File: src/rtl/uart_pkg.sv
// uart_pkg: register map, CON bit positions, shared RX/TX state encoding and
// the baud divisor helper used by the UART MMIO controller.
package uart_pkg;

   localparam logic [3:0] ADDR_TXD = 4'h0;
   localparam logic [3:0] ADDR_RXD = 4'h4;
   localparam logic [3:0] ADDR_CON = 4'h8;

   localparam int CON_RX_VALID  = 0;
   localparam int CON_TX_BUSY   = 1;
   localparam int CON_OVERRUN   = 2;
   localparam int CON_FRAME_ERR = 3;
   localparam int CON_RX_IRQ_EN = 4;
   localparam int CON_TX_IRQ_EN = 5;
   localparam int CON_TX_DONE   = 6;
   localparam int CON_LOOPBACK  = 7;

   typedef enum logic [1:0] {
      ST_IDLE  = 2'd0,
      ST_START = 2'd1,
      ST_DATA  = 2'd2,
      ST_STOP  = 2'd3
   } uart_state_e;

   // Rounded clock cycles per oversample tick.
   function automatic int calc_div(input int clk_freq, input int baud, input int oversample);
      return (clk_freq + (baud * oversample) / 2) / (baud * oversample);
   endfunction

endpackage

File: src/rtl/uart_mmio_ctrl_if.sv
// uart_mmio_ctrl_if: single-cycle peripheral bus between the CPU and the UART.
interface uart_mmio_ctrl_if;
   logic        rd;
   logic        wr;
   logic [3:0]  addr;
   logic [31:0] wdata;
   logic [31:0] rdata;

   modport master (output rd, output wr, output addr, output wdata, input rdata);
   modport slave  (input rd, input wr, input addr, input wdata, output rdata);
endinterface

File: src/rtl/uart_baud_gen.sv
// uart_baud_gen: free-running divider, one-cycle tick each time it wraps.
module uart_baud_gen #(
   parameter int DIV = 326
) (
   input  logic clk,
   input  logic reset,
   output logic tick
);
   localparam int            CW   = (DIV > 1) ? $clog2(DIV) : 1;
   localparam logic [CW-1:0] LAST = CW'(DIV - 1);

   logic [CW-1:0] cnt_q, cnt_d;

   // count 0..DIV-1 and wrap
   always_comb begin
      cnt_d = (cnt_q == LAST) ? '0 : cnt_q + 1'b1;
   end

   // divider register
   always_ff @(posedge clk) begin
      if (reset) cnt_q <= '0;
      else       cnt_q <= cnt_d;
   end

   assign tick = (cnt_q == LAST);
endmodule

File: src/rtl/uart_mmio_ctrl.sv
// uart_mmio_ctrl: memory-mapped 8N1 UART (TXD 0x0, RXD 0x4, CON 0x8) with level irq.
// Build option UART_LOOPBACK_EN adds CON[7]: TX line looped into RX, txd held high.
//
// state | meaning (same encoding for RX and TX)
// IDLE  | RX: waiting for rxs low      TX: waiting for a TXD write
// START | RX: qualify start at mid-bit TX: driving start bit (0)
// DATA  | 8 data bits, LSB first, one per OVERSAMPLE ticks
// STOP  | RX: sample stop, commit/err  TX: driving stop bit (1), then tx_done
module uart_mmio_ctrl
   import uart_pkg::*;
#(
   parameter int CLK_FREQ   = 50000000,
   parameter int BAUD       = 9600,
   parameter int OVERSAMPLE = 16
) (
   input  logic            clk,
   input  logic            reset,
   uart_mmio_ctrl_if.slave bus,
   input  logic            rxd,
   output logic            txd,
   output logic            irq
);
   localparam int            DIV     = calc_div(CLK_FREQ, BAUD, OVERSAMPLE);
   localparam int            TW      = $clog2(OVERSAMPLE);
   localparam logic [TW-1:0] TC_FULL = TW'(OVERSAMPLE - 1);
   localparam logic [TW-1:0] TC_HALF = TW'(OVERSAMPLE / 2 - 1);

   logic tick;
   logic rd_rxd, wr_txd, wr_con;
   logic rx_in, loopback;
   logic rx_meta_q, rx_meta_d, rxs_q, rxs_d;

   uart_state_e   rx_state_q, rx_state_d, tx_state_q, tx_state_d;
   logic [TW-1:0] rx_cnt_q, rx_cnt_d, tx_cnt_q, tx_cnt_d;
   logic [2:0]    rx_bit_q, rx_bit_d, tx_bit_q, tx_bit_d;
   logic [7:0]    rx_shift_q, rx_shift_d, tx_shift_q, tx_shift_d;
   logic          tx_line_q, tx_line_d;
   logic          rx_commit, rx_ferr, tx_accept, tx_fin;

   logic [7:0]  rx_data_q, rx_data_d;
   logic        rx_valid_q, rx_valid_d, overrun_q, overrun_d, frame_err_q, frame_err_d;
   logic        rx_irq_en_q, rx_irq_en_d, tx_irq_en_q, tx_irq_en_d, tx_done_q, tx_done_d;
   logic        irq_q, irq_d;
   logic [31:0] con_rd;

   uart_baud_gen #(.DIV(DIV)) u_baud (
      .clk   (clk),
      .reset (reset),
      .tick  (tick)
   );

   assign rd_rxd = bus.rd && (bus.addr == ADDR_RXD);
   assign wr_txd = bus.wr && (bus.addr == ADDR_TXD);
   assign wr_con = bus.wr && (bus.addr == ADDR_CON);

`ifdef UART_LOOPBACK_EN
   logic loopback_q, loopback_d;
   logic unused_wdata;

   // CON[7] loopback enable
   always_comb begin
      loopback_d = wr_con ? bus.wdata[CON_LOOPBACK] : loopback_q;
   end

   // loopback register
   always_ff @(posedge clk) begin
      if (reset) loopback_q <= 1'b0;
      else       loopback_q <= loopback_d;
   end

   assign loopback     = loopback_q;
   assign rx_in        = loopback_q ? tx_line_q : rxd;
   assign txd          = loopback_q | tx_line_q;
   assign unused_wdata = ^bus.wdata[31:8];
`else
   logic unused_wdata;
   assign loopback     = 1'b0;
   assign rx_in        = rxd;
   assign txd          = tx_line_q;
   assign unused_wdata = ^bus.wdata[31:7];
`endif

   // two-flop synchronizer for the asynchronous serial input
   always_comb begin
      rx_meta_d = rx_in;
      rxs_d     = rx_meta_q;
   end

   // synchronizer registers (idle high)
   always_ff @(posedge clk) begin
      if (reset) begin
         rx_meta_q <= 1'b1;
         rxs_q     <= 1'b1;
      end else begin
         rx_meta_q <= rx_meta_d;
         rxs_q     <= rxs_d;
      end
   end

   // RX next state: tick counter is a down-counter, action on terminal count
   always_comb begin
      rx_state_d = rx_state_q;
      rx_cnt_d   = rx_cnt_q;
      rx_bit_d   = rx_bit_q;
      rx_shift_d = rx_shift_q;
      rx_commit  = 1'b0;
      rx_ferr    = 1'b0;
      case (rx_state_q)
         ST_IDLE: begin
            if (!rxs_q) begin
               rx_state_d = ST_START;
               rx_cnt_d   = TC_HALF;
            end
         end
         ST_START: begin
            if (tick) begin
               if (rx_cnt_q != '0) begin
                  rx_cnt_d = rx_cnt_q - 1'b1;
               end else if (!rxs_q) begin
                  rx_state_d = ST_DATA;
                  rx_cnt_d   = TC_FULL;
                  rx_bit_d   = '0;
               end else begin
                  rx_state_d = ST_IDLE;
               end
            end
         end
         ST_DATA: begin
            if (tick) begin
               if (rx_cnt_q != '0) begin
                  rx_cnt_d = rx_cnt_q - 1'b1;
               end else begin
                  rx_shift_d = {rxs_q, rx_shift_q[7:1]};
                  rx_cnt_d   = TC_FULL;
                  if (rx_bit_q == 3'd7) rx_state_d = ST_STOP;
                  else                  rx_bit_d   = rx_bit_q + 1'b1;
               end
            end
         end
         ST_STOP: begin
            if (tick) begin
               if (rx_cnt_q != '0) begin
                  rx_cnt_d = rx_cnt_q - 1'b1;
               end else begin
                  rx_commit  = rxs_q;
                  rx_ferr    = !rxs_q;
                  rx_state_d = ST_IDLE;
               end
            end
         end
         default: rx_state_d = ST_IDLE;
      endcase
   end

   // RX state registers
   always_ff @(posedge clk) begin
      if (reset) begin
         rx_state_q <= ST_IDLE;
         rx_cnt_q   <= '0;
         rx_bit_q   <= '0;
         rx_shift_q <= '0;
      end else begin
         rx_state_q <= rx_state_d;
         rx_cnt_q   <= rx_cnt_d;
         rx_bit_q   <= rx_bit_d;
         rx_shift_q <= rx_shift_d;
      end
   end

   // TX next state; line level is registered from the next state to stay glitch-free
   always_comb begin
      tx_state_d = tx_state_q;
      tx_cnt_d   = tx_cnt_q;
      tx_bit_d   = tx_bit_q;
      tx_shift_d = tx_shift_q;
      tx_accept  = 1'b0;
      tx_fin     = 1'b0;
      tx_line_d  = 1'b1;
      case (tx_state_q)
         ST_IDLE: begin
            if (wr_txd) begin
               tx_accept  = 1'b1;
               tx_state_d = ST_START;
               tx_shift_d = bus.wdata[7:0];
               tx_cnt_d   = TC_FULL;
            end
         end
         ST_START: begin
            if (tick) begin
               if (tx_cnt_q != '0) begin
                  tx_cnt_d = tx_cnt_q - 1'b1;
               end else begin
                  tx_state_d = ST_DATA;
                  tx_cnt_d   = TC_FULL;
                  tx_bit_d   = '0;
               end
            end
         end
         ST_DATA: begin
            if (tick) begin
               if (tx_cnt_q != '0) begin
                  tx_cnt_d = tx_cnt_q - 1'b1;
               end else begin
                  tx_shift_d = {1'b0, tx_shift_q[7:1]};
                  tx_cnt_d   = TC_FULL;
                  if (tx_bit_q == 3'd7) tx_state_d = ST_STOP;
                  else                  tx_bit_d   = tx_bit_q + 1'b1;
               end
            end
         end
         ST_STOP: begin
            if (tick) begin
               if (tx_cnt_q != '0) begin
                  tx_cnt_d = tx_cnt_q - 1'b1;
               end else begin
                  tx_state_d = ST_IDLE;
                  tx_fin     = 1'b1;
               end
            end
         end
         default: tx_state_d = ST_IDLE;
      endcase
      case (tx_state_d)
         ST_START: tx_line_d = 1'b0;
         ST_DATA:  tx_line_d = tx_shift_d[0];
         default:  tx_line_d = 1'b1;
      endcase
   end

   // TX state registers
   always_ff @(posedge clk) begin
      if (reset) begin
         tx_state_q <= ST_IDLE;
         tx_cnt_q   <= '0;
         tx_bit_q   <= '0;
         tx_shift_q <= '0;
         tx_line_q  <= 1'b1;
      end else begin
         tx_state_q <= tx_state_d;
         tx_cnt_q   <= tx_cnt_d;
         tx_bit_q   <= tx_bit_d;
         tx_shift_q <= tx_shift_d;
         tx_line_q  <= tx_line_d;
      end
   end

   // status/control next values: hardware sets beat W1C clears and RXD reads
   always_comb begin
      rx_data_d   = rx_data_q;
      rx_valid_d  = rx_valid_q & ~rd_rxd;
      overrun_d   = overrun_q & ~(wr_con & bus.wdata[CON_OVERRUN]);
      frame_err_d = (frame_err_q & ~(wr_con & bus.wdata[CON_FRAME_ERR])) | rx_ferr;
      tx_done_d   = (tx_done_q & ~(wr_con & bus.wdata[CON_TX_DONE]) & ~tx_accept) | tx_fin;
      rx_irq_en_d = wr_con ? bus.wdata[CON_RX_IRQ_EN] : rx_irq_en_q;
      tx_irq_en_d = wr_con ? bus.wdata[CON_TX_IRQ_EN] : tx_irq_en_q;
      if (rx_commit) begin
         rx_data_d  = rx_shift_q;
         rx_valid_d = 1'b1;
         if (rx_valid_q && !rd_rxd) overrun_d = 1'b1;
      end
      irq_d = (rx_irq_en_d & rx_valid_d) | (tx_irq_en_d & tx_done_d);
   end

   // status/control registers
   always_ff @(posedge clk) begin
      if (reset) begin
         rx_data_q   <= '0;
         rx_valid_q  <= 1'b0;
         overrun_q   <= 1'b0;
         frame_err_q <= 1'b0;
         tx_done_q   <= 1'b0;
         rx_irq_en_q <= 1'b0;
         tx_irq_en_q <= 1'b0;
         irq_q       <= 1'b0;
      end else begin
         rx_data_q   <= rx_data_d;
         rx_valid_q  <= rx_valid_d;
         overrun_q   <= overrun_d;
         frame_err_q <= frame_err_d;
         tx_done_q   <= tx_done_d;
         rx_irq_en_q <= rx_irq_en_d;
         tx_irq_en_q <= tx_irq_en_d;
         irq_q       <= irq_d;
      end
   end

   assign irq = irq_q;

   // CON read image
   always_comb begin
      con_rd                = '0;
      con_rd[CON_RX_VALID]  = rx_valid_q;
      con_rd[CON_TX_BUSY]   = (tx_state_q != ST_IDLE);
      con_rd[CON_OVERRUN]   = overrun_q;
      con_rd[CON_FRAME_ERR] = frame_err_q;
      con_rd[CON_RX_IRQ_EN] = rx_irq_en_q;
      con_rd[CON_TX_IRQ_EN] = tx_irq_en_q;
      con_rd[CON_TX_DONE]   = tx_done_q;
      con_rd[CON_LOOPBACK]  = loopback;
   end

   // read mux, zero when not reading
   always_comb begin
      bus.rdata = '0;
      if (bus.rd) begin
         case (bus.addr)
            ADDR_RXD: bus.rdata = {24'b0, rx_data_q};
            ADDR_CON: bus.rdata = con_rd;
            default:  bus.rdata = '0;
         endcase
      end
   end
endmodule

File: src/flat_wrapper.sv
// flat-port wrapper written by rule: the top's interface ports become plain ports
module uart_mmio_ctrl_flat import uart_pkg::*;
#(
   parameter int CLK_FREQ   = 50000000,
   parameter int BAUD       = 9600,
   parameter int OVERSAMPLE = 16
)
  (clk, reset, rxd, txd, irq, bus_rd, bus_wr, bus_addr, bus_wdata, bus_rdata);
  uart_mmio_ctrl_if bus_i ();
  input  logic clk;
  input  logic reset;
  input  logic rxd;
  output logic txd;
  output logic irq;
  input wire logic [$bits(bus_i.rd)-1:0] bus_rd;
  input wire logic [$bits(bus_i.wr)-1:0] bus_wr;
  input wire logic [$bits(bus_i.addr)-1:0] bus_addr;
  input wire logic [$bits(bus_i.wdata)-1:0] bus_wdata;
  output wire logic [$bits(bus_i.rdata)-1:0] bus_rdata;
  assign bus_i.rd = bus_rd;
  assign bus_i.wr = bus_wr;
  assign bus_i.addr = bus_addr;
  assign bus_i.wdata = bus_wdata;
  assign bus_rdata = bus_i.rdata;
  uart_mmio_ctrl #(.CLK_FREQ(CLK_FREQ), .BAUD(BAUD), .OVERSAMPLE(OVERSAMPLE)) u_core (.clk(clk), .reset(reset), .bus(bus_i), .rxd(rxd), .txd(txd), .irq(irq));
endmodule
File: config.mk
export PLATFORM = sky130hd
export DESIGN_NAME = uart_mmio_ctrl_flat
export DESIGN_NICKNAME = d
export VERILOG_FILES = /design/src/rtl/uart_pkg.sv /design/src/rtl/uart_mmio_ctrl_if.sv /design/src/rtl/uart_baud_gen.sv /design/src/rtl/uart_mmio_ctrl.sv /design/src/flat_wrapper.sv
export SDC_FILE = /design/constraint.sdc
export NUM_CORES = 1
export LEC_CHECK = 0
export CAP_MARGIN = 0
export CELL_PAD_IN_SITES_DETAIL_PLACEMENT = 0
export CELL_PAD_IN_SITES_GLOBAL_PLACEMENT = 1
export CORE_AREA = 2 2 97 99
export DETAILED_ROUTE_END_ITERATION = 8
export DIE_AREA = 0 0 99 101
export GPL_ROUTABILITY_DRIVEN = 0
export PLACE_DENSITY = 0.78
export SETUP_SLACK_MARGIN = 0.3
export SLEW_MARGIN = 10
export SYNTH_ARGS = -nofsm -noshare
export SYNTH_HDL_FRONTEND = slang
export SYNTH_SLANG_ARGS = --single-unit
File: constraint.sdc
create_clock -name clk -period 2.4 [get_ports clk]
set_clock_uncertainty 0.1 [all_clocks]
set_input_delay 0.24 -clock clk [delete_from_list [all_inputs] [get_ports clk]]
set_output_delay 0.24 -clock clk [all_outputs]
set_load 0.02 [all_outputs]
# Word-level counts from Yosys, hierarchy flattened

Cells that the tools add are included.

Register bits: 61
Output and inout port bits: 34
Word-level logic and storage cells: 173

Add/sub/neg operators: 5
Equal/unequal tests: 34
Muxes and demuxes: 70
Bitwise gates (word level): 19
Reductions and logical operators: 24

Operators by type and width:

| operator                                                                 | count |
|---|---|
| 4-bit two-way mux                                                        | 13 |
| 2-bit two-way mux                                                        | 17 |
| 3-bit two-way mux                                                        | 11 |
| 32-bit two-way mux                                                       | 1 |
| 8-bit case mux with 2 select lines                                       | 2 |
| 8-bit two-way mux                                                        | 3 |
| 2-bit by 1-bit inequality test with 1-bit output (second input constant) | 11 |
| 2-bit inequality test (second input constant)                            | 9 |
| 1-bit two-way mux                                                        | 16 |
| 2-bit case mux with 4 select lines                                       | 2 |
| 4-bit case mux with 4 select lines                                       | 1 |
| 3-bit case mux with 2 select lines                                       | 2 |
| 4-bit case mux with 3 select lines                                       | 1 |
| 6-bit AND reduction                                                      | 2 |
| 1-bit AND                                                                | 10 |
| 2-bit equality test (second input constant)                              | 5 |
| 9-bit by 1-bit adder with 9-bit output (second input constant)           | 1 |
| 9-bit equality test (second input constant)                              | 1 |
| 4-bit AND reduction                                                      | 2 |
| 8-bit AND reduction                                                      | 1 |
| 2-bit nonzero test                                                       | 4 |
| 4-bit nonzero test                                                       | 2 |
| 4-bit by 1-bit subtractor with 4-bit output (second input constant)      | 2 |
| 7-bit AND reduction                                                      | 1 |
| other kinds (15)                                                         | 32 |

# Logic depth before layout (Yosys ltp)

Gate-level depths: netlist (run 1).

Word-level depth: 9
Gate-level depth with buffers: 8

# Modules after synthesis

A second synthesis (run 1) with hierarchy kept.

Cell total of the unflattened synthesis: 366
Area total of the unflattened synthesis: 3294.4 µm²

Modules (own cells, without submodules):

| module         | instances | cells an instance | area an instance (µm²) | seq. area each (µm²) |
|---|---|---|---|---|
| uart_mmio_ctrl | 1         | 322               | 2899.0                 | 1041.0 |
| uart_baud_gen  | 1         | 44                | 395.4                  | 180.2 |

# Worst setup path after synthesis (run 1)

Ideal clock, no wire load.

Path kind: flip-flop to flip-flop
From: register u_core.rx_cnt_q[0]
To: register (tool-made name)
Setup time: 0.070 ns
Arrival time: 1.982 ns
Data required time: 2.230 ns
Setup slack: 0.248 ns
Stages on the path, launching flop included: 8
Cells stage by stage: dfxtp_1 > inv_1 > ha_1 > nor3b_2 > a31oi_1 > a221o_1 > or4b_1 > a21oi_1

RTL lines:

| item                   | line                  | RTL |
|---|---|---|
| from (decl)            | uart_mmio_ctrl.sv:34  | `logic [TW-1:0] rx_cnt_q, rx_cnt_d, tx_cnt_q, tx_cnt_d;` |
| from (signal assigned) | uart_mmio_ctrl.sv:164 | `rx_cnt_q <= rx_cnt_d;` |

==> results.json, run 1 <==
{
  "status": "finished clean",
  "synth-edff-count": 0,
  "rr_startpoint": "u_core.u_baud.cnt_q[1]",
  "htreeDepth": 3,
  "report.final.slew_viol_count": 0,
  "wirelength_mm": 7.09,
  "start_util": 0.363,
  "dr.pass1.iters": 5,
  "p_sw_mw": 0.703,
  "syn_to_final_growth_pct": 24.8,
  "holdCritStartpoint": "u_core.rx_meta_q",
  "stdcell_area_um2": 4060,
  "p_int_mw": 1.73,
  "min_path_type": "register to register",
  "power_density_nw_per_um2": 600,
  "antenna_found_initial": 0,
  "grt_max_degree": 32,
  "pin_count": 75,
  "syn_area_um2": 3250,
  "yosys_warnings": 0,
  "portBuffers": 26,
  "design.die.area_um2": 10000,
  "hold_end": "u_core.rxs_q",
  "p_sw_frac": 0.289,
  "die_w_um": 99,
  "clkPwrFrac": 0.377,
  "vias": 2712,
  "cts-buffers-inserted": 9,
  "worstPathRequired_ns": 2.57,
  "async_flop_share": 0,
  "hold_buffers": 0,
  "post-dp-hpwl_mm": 4.98,
  "crit_path_max_fanout": 3,
  "pwr-share-seq": 0.444,
  "critPathKind": "register to register",
  "die_height_um": 101,
  "worstPathArrival_ns": 2.21,
  "post_drt_wl_per_cell_um": 13.2,
  "insertedDiodeCount": 0,
  "power.leakage_nw": 1.72,
  "synth_top_cell_area_share": 0.375,
  "drtAntennaViolNets": 0,
  "synth_cells": 365,
  "avgSynthCellArea_um2": 8.92,
  "drc": 0,
  "ys_seq_area_frac": 0.375,
  "coreArea_um2": 8980,
  "p_total_mw": 2.43,
  "cts_sinks": 61,
  "hold_viol": 0,
  "ys_types": 61,
  "grt_pass1_vias": 2533,
  "synth_common_cells": "dfxtp_1 (61), nor2_1 (48), buf_4 (24)",
  "drt_iter0_drc": 206,
  "clk_pin_slew_ns": 0.07,
  "clock_path_buffers": 2,
  "fin_crit_sh": 0.850,
  "ys.flop_type": "dfxtp_1",
  "worstSetupEndpointType": "register",
  "regToRegSetupSlack_ns": 0.36,
  "placementRows": 35,
  "grt_first_pass_wirelength_mm": 11.8,
  "combPwrFrac": 0.179,
  "synth.area.top_cells": "dfxtp_1 (38%), ha_1 (7.7%), mux2i_1 (6.2%), buf_4 (5.5%), nor2_1 (5.5%)",
  "max_freq_ghz": 0.490,
  "overflow": 0,
  "cts_tree": "done",
  "fin_nets": 481,
  "yosysMostFrequentCell": "dfxtp_1",
  "via_per_inst": 5.06,
  "period_minus_slack_ns": 2.04,
  "rsz0062_at_grt": "no",
  "grt_use_total": 0.147,
  "whs_path_depth": 1,
  "setup_viol": 0,
  "drv_cap": 0,
  "cts_root_buffer": "clkbuf_8",
  "start_kind": "register",
  "reg2reg_depth": 7,
  "ys_seq_elements": 61,
  "clk_latency_ns": 0.34,
  "placed_area_um2": 3680,
  "yosys.area.top_type": "dfxtp_1",
  "final_layout_size_suffix_gt1_frac": 0.216,
  "ir_worst_vdd_v": 0.000285
}
==> per-stage QoR <==
step,cells,TNS [ns],hold WS (ns),util,setup slack (ns)
2_1_floorplan,388,0,0.244,-,0.310
3_3_place_gp,511,0,0.295,0.410,0.0298
3_5_place_dp,511,-0.0196,0.293,0.410,-0.0163
4_1_cts,531,0,0.311,0.436,0.297
5_1_grt,536,0,0.340,0.452,0.264
6_report,536,0,0.310,0.452,0.360
==> worst max-delay path: stages, from the launching register on <==
cell and delay [ns]:
dfxtp_4 0.34, inv_1 0.05, ha_2 0.17, and4b_2 0.29, a31oi_1 0.09, a221o_1 0.29, or4b_4 0.52, a21oi_2 0.12
==> logic make-up after synthesis <==
logic type / after synthesis / synth area share
xor+xnor: 7 / 0.0188
mux: 20 / 0.0615
compound gates: 83 / 0.181
simple gates: 121 / 0.197
flops: 61 / 0.375
buf+inv: 52 / 0.0880
fa+ha+maj: 20 / 0.0769
other cells: 1 / 0.00115
==> worst max-delay path by stage <==
stage	end	depth (start not counted)	slack, ns	startpoint
after global routing	u_core.txd	8	0.26	u_core.tx_cnt_q[0]
after global placement	u_core.irq	7	0.03	bus_addr[1]
after detailed placement	u_core.irq	7	-0.02	bus_addr[1]
after floorplan	register	7	0.31	u_core.rx_cnt_q[0]
after CTS	u_core.txd	7	0.30	u_core.u_baud.cnt_q[1]
final	register	7	0.36	u_core.u_baud.cnt_q[1]
==> per-layer routing <==
layer / vias to the layer above / GRT usage / part of all wire / routed length (um)
li1: 1375 / - / - / -
met2: 62 / 0.235 / 0.48 / 3390
met3: 4 / 0.0374 / 0.051 / 365
met4: 0 / 0.0590 / 0.0080 / 57
met5: - / 0 / 0 / 0
met1: 1271 / 0.190 / 0.46 / 3270
==> sequential cells by signal, summed over array words and instances (netlist names), 2 cells and up, named ones only <==
name,cells
u_core.tx_cnt_q,4
u_core.tx_state_q,2
u_core.rx_shift_q,8
u_core.rx_cnt_q,4
u_core.tx_shift_q,8
u_core.rx_data_q,8
u_core.tx_bit_q,3
u_core.rx_bit_q,3
u_core.u_baud.cnt_q,9
==> final cells by class <==
type	instances	area, um2
clock inverter	7	76.3
inverter	17	63.8
sequential	61	1240
clock buffer	9	124
tap	111	139
fill	869	4920
multi-input combinational	275	1950
timing repair buffer	56	474
==> cell usage in the layout, fill, tap and decap left out, types with 13 or more instances in the layout <==
cell and n:
a21oi_1 18, nand2_1 19, ha_1 15, buf_4 29
clkdlybuf4s50_1 18, mux2i_1 20, inv_1 13, conb_1 24
nor2_1 47, dfxtp_1 51
==> what timing repair did <==
item	CTS	global route
setup endpoints to repair	16	27
pin swaps	2	10
buffers inserted	4	5
resized for setup	13	46
==> power groups by stage <==
stage / logic [mW] / registers, mW / clock network, mW
floorplan: 0.281 / 1.09 / 0
global placement: 0.359 / 1.10 / 0
detailed placement: 0.363 / 1.10 / 0
CTS: 0.372 / 1.08 / 0.942
global route: 0.481 / 1.09 / 0.995
finish: 0.436 / 1.08 / 0.917
Note: power is estimated with default switching activity, not from simulation.
==> run 2, diff against run 1 <==
==> constraint.sdc (replaced) <==
create_clock -name clk -period 2.1 [get_ports clk]
set_clock_uncertainty 0.1 [all_clocks]
set_input_delay 0.21 -clock clk [delete_from_list [all_inputs] [get_ports clk]]
set_output_delay 0.21 -clock clk [all_outputs]
set_load 0.02 [all_outputs]
==> results.json, run 2 (same netlist as run 1, synthesis figures left out) <==
{
  "setup_viol": 0,
  "fin_ws_ns": 0.112,
  "htreeDepth": 3,
  "combPwrFrac": 0.184,
  "crit_path_max_fanout": 5,
  "grt_use_total": 0.144,
  "cp_top_family": "simple AND/OR/NAND/NOR gates",
  "worstSetupEndpointType": "register",
  "design.die.area_um2": 10000,
  "coreArea_um2": 8980,
  "p_total_mw": 2.94,
  "clock_path_buffers": 2,
  "fin_nets": 499,
  "critPathKind": "register to register",
  "holdWs_ns": 0.306,
  "fin_crit_sh": 0.947,
  "cts_tree": "done",
  "insertedDiodeCount": 0,
  "ir_worst_vdd_v": 0.000311,
  "drtAntennaViolNets": 0,
  "vias": 2738,
  "path_buf_inv": 0,
  "final_layout_size_suffix_gt1_frac": 0.284,
  "p_sw_mw": 0.803,
  "cts_root_buffer": "clkbuf_8",
  "largest_reg_flops": 9,
  "drv_cap": 0,
  "crit_chain": "nor4b_2 > a31oi_1 > a221o_1 > or4b_1 > a21oi_2",
  "post_drt_wl_per_cell_um": 12.7,
  "grt_first_pass_wirelength_mm": 11.9,
  "whs_path_depth": 1,
  "drt_iter0_drc": 65,
  "grt_max_degree": 31,
  "syn_to_final_growth_pct": 31.0,
  "report.final.slew_viol_count": 0,
  "worstPathRequired_ns": 2.27,
  "overflow": 0,
  "cts-buffers-inserted": 9,
  "start_kind": "register",
  "placementRows": 35,
  "drc": 0,
  "critPathMaxStageDelay_ns": 0.48,
  "wirelength_mm": 7.03,
  "portBuffers": 26,
  "final_common_cell": "dfxtp_1",
  "power_density_nw_per_um2": 689,
  "power.leakage_nw": 1.86,
  "placed_area_um2": 3820,
  "p_sw_frac": 0.274,
  "min_path_type": "register to register",
  "via_per_inst": 4.94,
  "top_register": "u_core.u_baud.cnt_q",
  "clk_latency_ns": 0.34,
  "clkPwrFrac": 0.395,
  "post-dp-hpwl_mm": 5.05,
  "rsz0062_at_grt": "yes",
  "p_int_mw": 2.13,
  "die_height_um": 101,
  "regToRegSetupSlack_ns": 0.11,
  "final_cell_mix": "dfxtp_1 (50), nor2_1 (47), buf_4 (46)",
  "slowest_stage": "or4b_1",
  "period_minus_slack_ns": 1.99,
  "pwr-share-seq": 0.421,
  "dr.pass1.iters": 4,
  "post-place-ws_ns": -0.169,
  "stdcell_count": 554,
  "reg2reg_depth": 5,
  "grt_pass1_vias": 2582,
  "dp_cells": 523,
  "hold_end": "u_core.rxs_q",
  "holdCritStartpoint": "u_core.rx_meta_q",
  "start_util": 0.363,
  "cts_sinks": 61,
  "die_w_um": 99,
  "worstPathArrival_ns": 2.15,
  "stdcell_area_um2": 4260,
  "hold_viol": 0,
  "rr_startpoint": "u_core.u_baud.cnt_q[3]",
  "antenna_found_initial": 0,
  "status": "finished clean",
  "clk_pin_slew_ns": 0.08,
  "max_freq_ghz": 0.503,
  "pin_count": 75
}
-- run 2: changes by cell type in the layout (fill, tap and decap cells not counted), moves of 3 or more --
| cell | change |
|---|---|
| buf_4 | +17 |
| buf_2 | +8 |
| clkdlybuf4s15_1 | -5 |
| clkdlybuf4s50_1 | -4 |
| inv_1 | -4 |
| inv_2 | +4 |
| clkbuf_2 | -3 |
| dlymetal6s2s_1 | +3 |
-- run 2: area by class of cell --
type / instances / area [um2]
clock buffers: 9 / 124
clock inverters: 7 / 98.8
fillers: 857 / 4710
inverters: 17 / 63.8
multi-input cells: 275 / 2000
flip-flops and latches: 61 / 1240
well taps: 111 / 139
repair buffers: 74 / 594
-- run 2: timing repair --
action / CTS / global route
hold buffers: 0 / 0
gates resized for setup: 58 / 17
setup endpoints to repair: 54 / 54
cloned: 0 / 1
setup buffers: 10 / 4
pin swaps: 11 / 13
-- run 2: worst register-to-register path: cells and delay by family, from the launching register on --
| kind | cells | cell delay, ns |
|---|---|---|
| compound gates | 3 | 0.57 |
| flops | 1 | 0.36 |
| simple gates | 2 | 0.89 |
-- run 2: power by group through the flow --
stage / clock, mW / sequential, mW / combinational [mW]
floorplan: 0 / 1.25 / 0.335
global placement: 0 / 1.26 / 0.438
detailed placement: 0 / 1.26 / 0.449
CTS: 1.19 / 1.24 / 0.522
global route: 1.25 / 1.24 / 0.591
finish: 1.16 / 1.24 / 0.539
-- run 2: stage by stage --
stage | utilization | setup TNS [ns]
final | 0.475 | 0
after global routing | 0.475 | 0
after CTS | 0.465 | 0
after detailed placement | 0.426 | -2.28
after global placement | 0.426 | -2.24
after floorplan | - | 0
-- run 2: routing by layer --
metal / GRT usage / up-vias / wire length, um
li1: - / 1411 / -
met1: 0.185 / 1265 / 3330
met2: 0.242 / 51 / 3330
met3: 0.0284 / 11 / 253
met4: 0.0516 / 0 / 112
met5: 0 / - / 0
-- run 2: worst max path at each step --
stage                            from                  to  slack (ns)  cells after the start
5_1_grt        u_core.u_baud.cnt_q[3]            register        0.05                      5
3_5_place_dp              bus_addr[3]        bus_rdata[1]       -0.17                      7
3_3_place_gp              bus_addr[3]        bus_rdata[1]       -0.16                      7
4_1_cts        u_core.u_baud.cnt_q[5]  u_core.rx_bit_q[0]        0.11                      5
6_report       u_core.u_baud.cnt_q[3]            register        0.11                      5
2_1_floorplan      u_core.rx_cnt_q[0]            register        0.12                      7
==> run 3, diff against run 2 <==
--- a/config.mk
+++ b/config.mk
@@ -8,11 +8,11 @@
 export CAP_MARGIN = 0
 export CELL_PAD_IN_SITES_DETAIL_PLACEMENT = 0
 export CELL_PAD_IN_SITES_GLOBAL_PLACEMENT = 1
-export CORE_AREA = 2 2 97 99
+export CORE_AREA = 2 2 101 103
 export DETAILED_ROUTE_END_ITERATION = 8
-export DIE_AREA = 0 0 99 101
+export DIE_AREA = 0 0 103 105
 export GPL_ROUTABILITY_DRIVEN = 0
-export PLACE_DENSITY = 0.78
+export PLACE_DENSITY = 0.76
 export SETUP_SLACK_MARGIN = 0.3
 export SLEW_MARGIN = 10
 export SYNTH_ARGS = -nofsm -noshare
==> constraint.sdc (replaced) <==
create_clock -name clk -period 1.6 [get_ports clk]
set_clock_uncertainty 0.1 [all_clocks]
set_input_delay 0.16 -clock clk [delete_from_list [all_inputs] [get_ports clk]]
set_output_delay 0.16 -clock clk [all_outputs]
set_load 0.02 [all_outputs]
==> results.json, run 3 (same netlist as run 1, synthesis figures left out) <==
{
  "post_drt_wl_per_cell_um": 12.5,
  "top_register": "u_core.u_baud.cnt_q",
  "portBuffers": 26,
  "coreArea_um2": 9640,
  "final_util": 0.527,
  "setup_viol": 47,
  "overflow": 0,
  "htreeDepth": 3,
  "cts_root_buffer": "clkbuf_8",
  "max_freq_ghz": 0.507,
  "syn_to_final_growth_pct": 56.1,
  "worstPathRequired_ns": 1.78,
  "grt_max_degree": 25,
  "power.leakage_nw": 2.23,
  "stdcell_area_um2": 5080,
  "critPathMaxStageDelay_ns": 0.60,
  "clk_pin_slew_ns": 0.08,
  "start_util": 0.338,
  "fin_nets": 564,
  "antenna_found_initial": 0,
  "wirelength_mm": 8.04,
  "report.final.slew_viol_count": 0,
  "clk_latency_ns": 0.34,
  "final_layout_size_suffix_gt1_frac": 0.455,
  "grt_first_pass_wirelength_mm": 12.9,
  "worstPathArrival_ns": 2.16,
  "cts_sinks": 61,
  "slowest_stage": "or4b_4",
  "vias": 3054,
  "status": "finished with violations",
  "cts_tree": "done",
  "cts-buffers-inserted": 9,
  "dr.pass1.iters": 4,
  "fin_crit_sh": 1.23,
  "critPathKind": "register to register",
  "final_cell_mix": "buf_4 (87), dfxtp_1 (46), nor2_1 (43)",
  "min_path_type": "input pin to register",
  "post-place-ws_ns": -0.578,
  "post-dp-hpwl_mm": 5.78,
  "crit_path_max_fanout": 4,
  "die_w_um": 103,
  "hold_buffers": 0,
  "drtAntennaViolNets": 0,
  "die_height_um": 105,
  "drc": 0,
  "power_density_nw_per_um2": 757,
  "final_common_cell": "buf_4",
  "period_minus_slack_ns": 1.97,
  "drv_cap": 0,
  "placed_area_um2": 4420,
  "cp_top_family": "simple AND/OR/NAND/NOR gates",
  "clock_path_buffers": 2,
  "holdWs_ns": 0.279,
  "path_buf_inv": 0,
  "worstSetupEndpointType": "register",
  "largest_reg_flops": 9,
  "fin_ws_ns": -0.374,
  "start_kind": "register",
  "grt_pass1_vias": 2885,
  "ir_worst_vdd_v": 0.000552,
  "hold_viol": 0,
  "drt_iter0_drc": 71,
  "via_per_inst": 4.76,
  "violations": "setup timing",
  "insertedDiodeCount": 0,
  "design.die.area_um2": 10800,
  "pin_count": 75,
  "grt_use_total": 0.147,
  "crit_chain": "or4b_4 > nor2_8 > a32oi_2 > or4_1 > a21oi_1",
  "rsz0062_at_grt": "yes",
  "placementRows": 36
}
==> run 3: cell count changes in the layout (fill, tap and decap cells not counted), sizes merged <==
cell	previous run	this run
buf	56	124
bufinv	2	0
clkbuf	9	10
clkdlybuf4s15	0	3
clkdlybuf4s50	14	10
clkinv	4	3
clkinvlp	1	2
dlymetal6s2s	3	0
inv	17	19
==> run 3: final timing paths <==
kind | startpoint | endpoint | slack (ns) | depth (start not counted)
max | u_core.u_baud.cnt_q[4] | u_core.rx_bit_q[0] | -0.37 | 5
max reg2reg | u_core.u_baud.cnt_q[4] | u_core.rx_bit_q[0] | -0.37 | 5
min reg2reg | u_core.rx_meta_q | u_core.rxs_q | 0.33 | 1
min | rxd | u_core.rx_meta_q | 0.28 | 2
==> run 3: worst register-to-register path, cell delays in order (launching register included) <==
cell and delay, ns:
dfxtp_2 0.33, or4b_4 0.60, nor2_8 0.14, a32oi_2 0.12
or4_1 0.48, a21oi_1 0.14
==> run 3: per-layer routing <==
metal	global-route usage	part of all wire
met2	0.247	0.51
met4	0.0555	0.020
met5	0	0
met1	0.178	0.43
met3	0.0355	0.040
==> run 3: final cells by class <==
type / count / area (um2)
clock buffers: 9 / 124
clock inverters: 7 / 58.8
fillers: 924 / 4560
inverters: 17 / 68.8
multi-input cells: 275 / 2170
flip-flops and latches: 61 / 1240
well taps: 133 / 166
repair buffers: 139 / 1250
==> run 3: per-stage QoR <==
stage / setup TNS [ns] / instances / power, mW
floorplan: -8.36 / 388 / 2.11
global placement: -21.99 / 601 / 2.44
detailed placement: -23.51 / 601 / 2.46
CTS: -11.88 / 629 / 3.83
global route: -15.68 / 641 / 4.05
finish: -11.96 / 641 / 3.84
==> run 3: repair_timing <==
| action | 4_1_cts | 5_1_grt |
|---|---|---|
| setup endpoints to repair | 69 | 67 |
| pin swaps | 29 | 30 |
| gates resized for setup | 122 | 30 |
| buffers inserted | 12 | 12 |
==> run 3: power by group <==
part	internal, mW	switching, mW
combinational	0.522	0.438
sequential	1.57	0.0430
clock	0.582	0.693
